$ cat config.mk
export PLATFORM = sky130hd
export DESIGN_NAME = adc_mux_sequencer_flat
export DESIGN_NICKNAME = d
export VERILOG_FILES = /design/src/rtl/adc_mux_sequencer_if.sv /design/src/rtl/adc_mux_sequencer.sv /design/src/flat_wrapper.sv
export SDC_FILE = /design/constraint.sdc
export NUM_CORES = 1
export LEC_CHECK = 0
export CORE_MARGIN = 10
export CORE_UTILIZATION = 46
export CTS_CLUSTER_SIZE = 20
export DETAILED_ROUTE_END_ITERATION = 16
export PLACE_DENSITY = 0.75
export SYNTH_ARGS = -nofsm -noshare
export SYNTH_HDL_FRONTEND = slang
export SYNTH_SLANG_ARGS = --single-unit
$ cat constraint.sdc
create_clock -name clk -period 1.8 [get_ports clk]
set_input_delay 0.27 -clock clk [delete_from_list [all_inputs] [get_ports clk]]
set_output_delay 0.27 -clock clk [all_outputs]
set_load 0.05 [all_outputs]
$ cat src/rtl/adc_mux_sequencer_if.sv
// Sequencer bus: control inputs, SAR ADC handshake and the tagged result stream to the router.
interface adc_mux_sequencer_if #(
  parameter int unsigned ADC_BITS = 10
);
  logic                enable;
  logic                err_clr;
  logic                adc_done;
  logic [ADC_BITS-1:0] adc_data;
  logic [1:0]          amux_sel;
  logic                adc_start;
  logic [ADC_BITS-1:0] adc_code;
  logic                adc_valid;
  logic [1:0]          mux_sel;
  logic                frame_done;
  logic                timeout_err;
  logic                busy;

  modport master (
    input  enable, err_clr, adc_done, adc_data,
    output amux_sel, adc_start, adc_code, adc_valid, mux_sel, frame_done, timeout_err, busy
  );

  modport slave (
    output enable, err_clr, adc_done, adc_data,
    input  amux_sel, adc_start, adc_code, adc_valid, mux_sel, frame_done, timeout_err, busy
  );
endinterface

$ cat src/rtl/adc_mux_sequencer.sv
// Steps the analog mux X->Y->Z, settles, runs one SAR conversion per slot and
// hands each result to the router with a channel tag; flags stuck conversions.
module adc_mux_sequencer #(
  parameter int unsigned ADC_BITS      = 10,
  parameter int unsigned SETTLE_CYCLES = 16,
  parameter int unsigned CONV_TIMEOUT  = 64
) (
  input  logic                clk,
  input  logic                rst_n,
  adc_mux_sequencer_if.master bus
);

  localparam int unsigned CNT_W = 8;
  localparam int unsigned CH_W  = 2;
  localparam logic [CNT_W-1:0] SETTLE_LOAD  = CNT_W'(SETTLE_CYCLES - 1);
  localparam logic [CNT_W-1:0] TIMEOUT_LAST = CNT_W'(CONV_TIMEOUT - 1);
  localparam logic [CH_W-1:0]  CH_X = CH_W'(0);
  localparam logic [CH_W-1:0]  CH_Y = CH_W'(1);
  localparam logic [CH_W-1:0]  CH_Z = CH_W'(2);

  typedef enum logic [1:0] {
    S_IDLE   = 2'd0,
    S_SETTLE = 2'd1,
    S_START  = 2'd2,
    S_CONV   = 2'd3
  } state_t;

  state_t              state_q, state_d;
  logic [CNT_W-1:0]    settle_q, settle_d;
  logic [CNT_W-1:0]    tout_q, tout_d;
  logic [CH_W-1:0]     ch_q, ch_d;
  logic [CH_W-1:0]     amux_q, amux_d;
  logic [CH_W-1:0]     tag_q, tag_d;
  logic [ADC_BITS-1:0] code_q, code_d;
  logic                start_q, start_d;
  logic                valid_q, valid_d;
  logic                frame_q, frame_d;
  logic                err_q, err_d;
  logic                busy_q, busy_d;
  logic                slot_end;
  logic [CH_W-1:0]     next_ch;

  // State and output registers; reset abandons any conversion in flight.
  always_ff @(posedge clk or negedge rst_n) begin
    if (!rst_n) begin
      state_q  <= S_IDLE;
      settle_q <= '0;
      tout_q   <= '0;
      ch_q     <= CH_X;
      amux_q   <= CH_X;
      tag_q    <= CH_X;
      code_q   <= '0;
      start_q  <= 1'b0;
      valid_q  <= 1'b0;
      frame_q  <= 1'b0;
      err_q    <= 1'b0;
      busy_q   <= 1'b0;
    end else begin
      state_q  <= state_d;
      settle_q <= settle_d;
      tout_q   <= tout_d;
      ch_q     <= ch_d;
      amux_q   <= amux_d;
      tag_q    <= tag_d;
      code_q   <= code_d;
      start_q  <= start_d;
      valid_q  <= valid_d;
      frame_q  <= frame_d;
      err_q    <= err_d;
      busy_q   <= busy_d;
    end
  end

  assign next_ch = (ch_q == CH_Z) ? CH_X : ((ch_q == CH_X) ? CH_Y : CH_Z);

  // Next-state and next-output logic; pulses default low, data holds.
  always_comb begin
    state_d  = state_q;
    settle_d = settle_q;
    tout_d   = tout_q;
    ch_d     = ch_q;
    amux_d   = amux_q;
    tag_d    = tag_q;
    code_d   = code_q;
    start_d  = 1'b0;
    valid_d  = 1'b0;
    frame_d  = 1'b0;
    err_d    = bus.err_clr ? 1'b0 : err_q;
    slot_end = 1'b0;

    case (state_q)
      S_IDLE: begin
        ch_d   = CH_X;
        amux_d = CH_X;
        if (bus.enable) begin
          state_d  = S_SETTLE;
          settle_d = SETTLE_LOAD;
        end
      end

      S_SETTLE: begin
        if (!bus.enable) begin
          state_d = S_IDLE;
          ch_d    = CH_X;
          amux_d  = CH_X;
        end else if (settle_q == '0) begin
          state_d = S_START;
          start_d = 1'b1;
        end else begin
          settle_d = settle_q - CNT_W'(1);
        end
      end

      S_START: begin
        state_d = S_CONV;
        tout_d  = '0;
      end

      S_CONV: begin
        // A completing conversion beats a coincident timeout.
        if (bus.adc_done) begin
          code_d   = bus.adc_data;
          tag_d    = ch_q;
          valid_d  = 1'b1;
          slot_end = 1'b1;
        end else if (tout_q == TIMEOUT_LAST) begin
          err_d    = 1'b1;
          slot_end = 1'b1;
        end else begin
          tout_d = tout_q + CNT_W'(1);
        end

        if (slot_end) begin
          frame_d = (ch_q == CH_Z);
          if (bus.enable) begin
            state_d  = S_SETTLE;
            settle_d = SETTLE_LOAD;
            ch_d     = next_ch;
            amux_d   = next_ch;
          end else begin
            state_d = S_IDLE;
            ch_d    = CH_X;
            amux_d  = CH_X;
          end
        end
      end

      default: begin
        state_d = S_IDLE;
        ch_d    = CH_X;
        amux_d  = CH_X;
      end
    endcase

    busy_d = (state_d != S_IDLE);
  end

  assign bus.amux_sel    = amux_q;
  assign bus.adc_start   = start_q;
  assign bus.adc_code    = code_q;
  assign bus.adc_valid   = valid_q;
  assign bus.mux_sel     = tag_q;
  assign bus.frame_done  = frame_q;
  assign bus.timeout_err = err_q;
  assign bus.busy        = busy_q;

endmodule

$ cat src/flat_wrapper.sv
// flat-port wrapper written by rule: the top's interface ports become plain ports
module adc_mux_sequencer_flat 
#(
  parameter int unsigned ADC_BITS      = 10,
  parameter int unsigned SETTLE_CYCLES = 16,
  parameter int unsigned CONV_TIMEOUT  = 64
)
  (clk, rst_n, bus_enable, bus_err_clr, bus_adc_done, bus_adc_data, bus_amux_sel, bus_adc_start, bus_adc_code, bus_adc_valid, bus_mux_sel, bus_frame_done, bus_timeout_err, bus_busy);
  adc_mux_sequencer_if #(.ADC_BITS(ADC_BITS)) bus_i ();
  input  logic clk;
  input  logic rst_n;
  input wire logic [$bits(bus_i.enable)-1:0] bus_enable;
  input wire logic [$bits(bus_i.err_clr)-1:0] bus_err_clr;
  input wire logic [$bits(bus_i.adc_done)-1:0] bus_adc_done;
  input wire logic [$bits(bus_i.adc_data)-1:0] bus_adc_data;
  output wire logic [$bits(bus_i.amux_sel)-1:0] bus_amux_sel;
  output wire logic [$bits(bus_i.adc_start)-1:0] bus_adc_start;
  output wire logic [$bits(bus_i.adc_code)-1:0] bus_adc_code;
  output wire logic [$bits(bus_i.adc_valid)-1:0] bus_adc_valid;
  output wire logic [$bits(bus_i.mux_sel)-1:0] bus_mux_sel;
  output wire logic [$bits(bus_i.frame_done)-1:0] bus_frame_done;
  output wire logic [$bits(bus_i.timeout_err)-1:0] bus_timeout_err;
  output wire logic [$bits(bus_i.busy)-1:0] bus_busy;
  assign bus_i.enable = bus_enable;
  assign bus_i.err_clr = bus_err_clr;
  assign bus_i.adc_done = bus_adc_done;
  assign bus_i.adc_data = bus_adc_data;
  assign bus_amux_sel = bus_i.amux_sel;
  assign bus_adc_start = bus_i.adc_start;
  assign bus_adc_code = bus_i.adc_code;
  assign bus_adc_valid = bus_i.adc_valid;
  assign bus_mux_sel = bus_i.mux_sel;
  assign bus_frame_done = bus_i.frame_done;
  assign bus_timeout_err = bus_i.timeout_err;
  assign bus_busy = bus_i.busy;
  adc_mux_sequencer #(.ADC_BITS(ADC_BITS), .SETTLE_CYCLES(SETTLE_CYCLES), .CONV_TIMEOUT(CONV_TIMEOUT)) u_core (.clk(clk), .rst_n(rst_n), .bus(bus_i));
endmodule
Yosys cells after proc, flatten, opt, wreduce, memory -nomap -nowiden --
Cells that the tools add are included.
Storage, ports and cells: register bits after elaboration 37, input port bits 15, output and inout bits 19, logic and storage cells 68
Cells by class: add/sub/neg operators 2, eq/ne operators 11, mux-type cells 34, reduce and logical (&&, ||, !) cells 10
Operator list (count):
- $mux W8 | 6
- $pmux W8 S3 | 1
- $mux W2 | 9
- $pmux W8 S2 | 1
- $mux W1 | 15
- $ne A2 B2 Y1 const B | 5
- $add A8 B1 Y8 const B | 1
- $eq A8 B6 Y1 const B | 1
- $logic_not A8 Y1 | 1
- $pmux W2 S4 | 1
- $sub A8 B1 Y8 const B | 1
- $eq A2 B2 Y1 const B | 3
- $pmux W2 S3 | 1
- $reduce_and A3 Y1 | 2
- $logic_not A2 Y1 | 2
- $reduce_and A4 Y1 | 1
- $reduce_bool A2 Y1 | 2
- $reduce_bool A3 Y1 | 1
- $eq A2 B1 Y1 const B | 1
- $ne A2 B1 Y1 const B | 1
- $reduce_and A2 Y1 | 1

Longest topological paths before layout --
depth in word-level cells 7, gate-level depth with buffers 6, mapped depth without buffers 6

Worst setup path after synthesis --
No wires, ideal clock.
kind reg-to-reg, from reg u_core.tout_q[0], to reg u_core.tout_q[5], setup time 0.124 ns, arrival 1.579 ns, required time 1.676 ns, path slack 0.097 ns, cell stages (with the launch flop) 7, buffers on the path 1, clock period less this slack 1.703 ns, path through dfrtp_1 ha_1 and3_1 buf_6 a21o_1 o211a_1 a211o_1
On the way: cells in the longest elaborated chain, start to end 4, elaborated cells on any way between the ends 7, those cells by class add/sub (1); eq/ne (2); mux (3); reduce/logical (1)
RTL lines:
- from (decl) | line adc_mux_sequencer.sv:30 | logic [CNT_W-1:0] tout_q, tout_d;
- from (signal assigned) | line adc_mux_sequencer.sv:61 | tout_q <= tout_d;
- $add A8 B1 Y8 | line adc_mux_sequencer.sv:130 | tout_d = tout_q + CNT_W'(1);
- $mux W8 | line adc_mux_sequencer.sv:126 | end else if (tout_q == TIMEOUT_LAST) begin
- $mux W8 | line adc_mux_sequencer.sv:121 | if (bus.adc_done) begin
- $pmux W8 S2 | line adc_mux_sequencer.sv:91 | case (state_q)
Several ways; a longest one is shown, not always the timed one. The select of a mux whose other input is x is not followed. A chain may end at the register's enable or synchronous reset.

Worst setup path in the final report --
from reg u_core.err_q, in the netlist u_core.bus.timeout_err, to out bus_timeout_err
RTL lines:
- from (decl) | line adc_mux_sequencer.sv:38 | logic err_q, err_d;
- from (signal assigned) | line adc_mux_sequencer.sv:69 | err_q <= err_d;
- to (decl) | line flat_wrapper.sv:22 | output wire logic [$bits(bus_i.timeout_err)-1:0] bus_timeout_err;
No word-level cell between the ends.

==> run summary <==
FF-to-FF Start -> u_core.tout_q[0]
Worst Skew -> 0.00745 ns
Worst Setup Slack, final -> 0.0818 ns
WP buf/inv -> 1
Bufs on Longest Clock Path -> 2
Crit start category -> flip-flop
Leakage -> 1.09 nW
Synth warnings -> 0
Pin count of the biggest net entering global routing -> 38
Number of cell rows -> 22
Max-slew headroom -> 0.655
Gpl congestion -> 0.874
Hold_buf cts -> 0
Least-Margin Pin Slew -> 0.516 ns
# clock sinks -> 37
GR Util All Layers -> 0.135
Finished Layout Cells -> 265
Sequential element share of the synthesized area -> 0.512
Fin nets -> 233
Netlist Area Pre-Place -> 0.00181 mm2
Fillers -> 302
Final slew viol count -> 0
Min Tclk post-route -> 1.72 ns
Vias -> 1492
Dpl cells -> 256
Starting Density -> 0.483
Yosys top cell area share -> 0.512
Die W -> 82.7 um
Crit path max-delay cell type -> clkdlybuf4s50_1
Clock root cell -> clkbuf_8
DR iter-0 viols -> 49
Syn Inst Count -> 168
Number of buffers created by CTS -> 5
IO Port Bufs -> 33
Max Freq -> 0.582 GHz
Reg2Reg Setup Slack -> 0.09 ns
Inserted Diodes -> 0
Delay-heaviest family, CP -> buffers and inverters
Worst Reg2Reg Path Length in Cells -> 5
Synth top cells by count -> dfrtp_1, nand2_1, mux2_2
Final setup violating endpoints -> 0
Post-synth EDFFs -> 0
Netlist cell types -> 43
Syn avg cell area -> 10.8 um2
Detailed placer's ending HPWL -> 3150 um
Gr ovfl total -> 0
Pre-Repair DR Iteration Count -> 5
Main synth FF type -> dfrtp_1
Area grow syn2layout -> 31.1%
CP required -> 1.53 ns
Htree depth -> 2
Period utilization -> 0.955
Most frequent cell after synthesis -> dfrtp_1
Post-DR wirelength/cell -> 16.2 um
Post-place setup slack -> 0.0827 ns
Async S/R FF share, synth -> 1.00
Final count of hold timing violations -> 0
Worst min path class -> in2async
Vias in the first global route -> 1529
ANT nets after route -> 0
Worst-path maximum fanout -> 2
Area contributors post-synth -> dfrtp_1, mux2_2, nand2_1
Share of post-route cells with drive strength above 1 -> 0.194
RSZ-0062 raised after global routing -> false
Via density -> 5.63
Type of the worst setup path -> reg2out
I/O pins -> 34
Maximum VDD drop -> 338 uV
Initial antenna violation count -> 0
Die Height -> 82.7 um
Reg clk slew, reported paths -> 0.07 ns
DIE AREA -> 0.00684 mm2
Worst Path Arrival -> 1.45 ns
RR Endpoint -> u_core.tout_q[5]
CTS tree -> yes
Max cap viols -> 0
Crit. End Element -> primary output
Yosys top cell by area -> dfrtp_1
Status -> complete, no violations
Drt drc -> 0
PD cells -> 711 mW/mm2
Setup_tns -> 0 ns
Critical path, cell by cell -> clkdlybuf4s50_1
Post-Syn Nets -> 185
Worst path max stage delay -> 0.81 ns
Final wirelength -> 4290 um
Flops & latches, synth -> 37
Latest clock arrival within the worst-skew pair -> 0.29 ns
Core area -> 0.00374 mm2
Global-route wire length before repair -> 7280 um
-- registers in the layout (all words and copies together), names as in the netlist --
| register | cells |
|---|---|
| u_core.bus.timeout_err | 1 |
| u_core.bus.frame_done | 1 |
| u_core.bus.mux_sel | 2 |
| u_core.bus.adc_valid | 1 |
| u_core.bus.amux_sel | 2 |
| u_core.settle_q | 8 |
| u_core.bus.adc_code | 10 |
| u_core.state_q | 2 |
| u_core.bus.busy | 1 |
| u_core.tout_q | 8 |
| u_core.bus.adc_start | 1 |
-- cell type report --
cell class,instances,area (um2),share of cell area
clock buffer,7,96.3,0.0406
sequential,37,926,0.391
multi-input combinational,117,827,0.349
inverter,9,33.8,0.0142
timing repair buffer,46,423,0.178
clock inverter,1,5.00,0.00211
tap,48,60.1,0.0253
-- report_power, final --
group,leakage (nW),switching [W],internal (W),total (W)
registers,0.475,0.0000284,0.000855,0.000884
logic,0.559,0.0000921,0.0000853,0.000177
clock network,0.0542,0.000278,0.000346,0.000624
total,1.09,0.000399,0.00129,0.00169
-- worst max-delay path by stage --
stage,from,to,cells past startpoint
floorplan,u_core.tout_q[0],u_core.tout_q[5],6
global placement,u_core.tout_q[0],u_core.tout_q[3],5
detailed placement,u_core.settle_q[0],u_core.settle_q[6],7
CTS,u_core.settle_q[0],u_core.settle_q[6],7
global route,u_core.tout_q[0],u_core.tout_q[5],5
finish,u_core.bus.timeout_err,bus_timeout_err,1
-- placed cells by master, fill, tap and decap left out, types with 3 or more instances in the layout --
| cell type | instances |
|---|---|
| nand3_1 | 6 |
| o2bb2ai_1 | 7 |
| a211o_1 | 6 |
| buf_4 | 15 |
| inv_1 | 9 |
| nand2_1 | 18 |
| and3_1 | 3 |
| mux2_2 | 12 |
| mux2i_1 | 3 |
| nor3_1 | 6 |
| nor2_1 | 8 |
| clkdlybuf4s50_1 | 31 |
| dfrtp_1 | 37 |
| nand4_1 | 3 |
| clkbuf_8 | 7 |
| a21oi_1 | 4 |
| o21ai_0 | 8 |
-- routing by layer --
metal / wire [um] / GRT usage
met1: 1860 / 0.163
met2: 1970 / 0.221
met3: 381 / 0.0346
met4: 72 / 0.0602
met5: 0 / 0
-- cells by family (layout without fill, tap and decap cells) --
kind of cell    after synthesis  in the layout  synth area share
flops                        37             37             0.512
buf+inv                      14             63            0.0353
simple gates                 57             57             0.172
compound gates               42             42             0.171
xor+xnor                      1              1           0.00484
mux                          15             15            0.0913
fa+ha+maj                     2              2            0.0138
-- what timing repair did --
item                                    4_1_cts  5_1_grt
gates resized for setup                       0        2
setup buffers                                 0        1
endpoints found under the setup margin        0        3
-- stage by stage --
stage               hold slack, ns  total power (W)   util  area, um2
floorplan                  -0.0256         0.000978      -       1810
global placement             0.486          0.00107  0.602       2250
detailed placement           0.492          0.00108  0.602       2250
CTS                          0.421          0.00171  0.629       2360
global route                 0.448          0.00177  0.633       2370
finish                       0.407          0.00169  0.633       2370
Power figures use the tool's default switching activity.
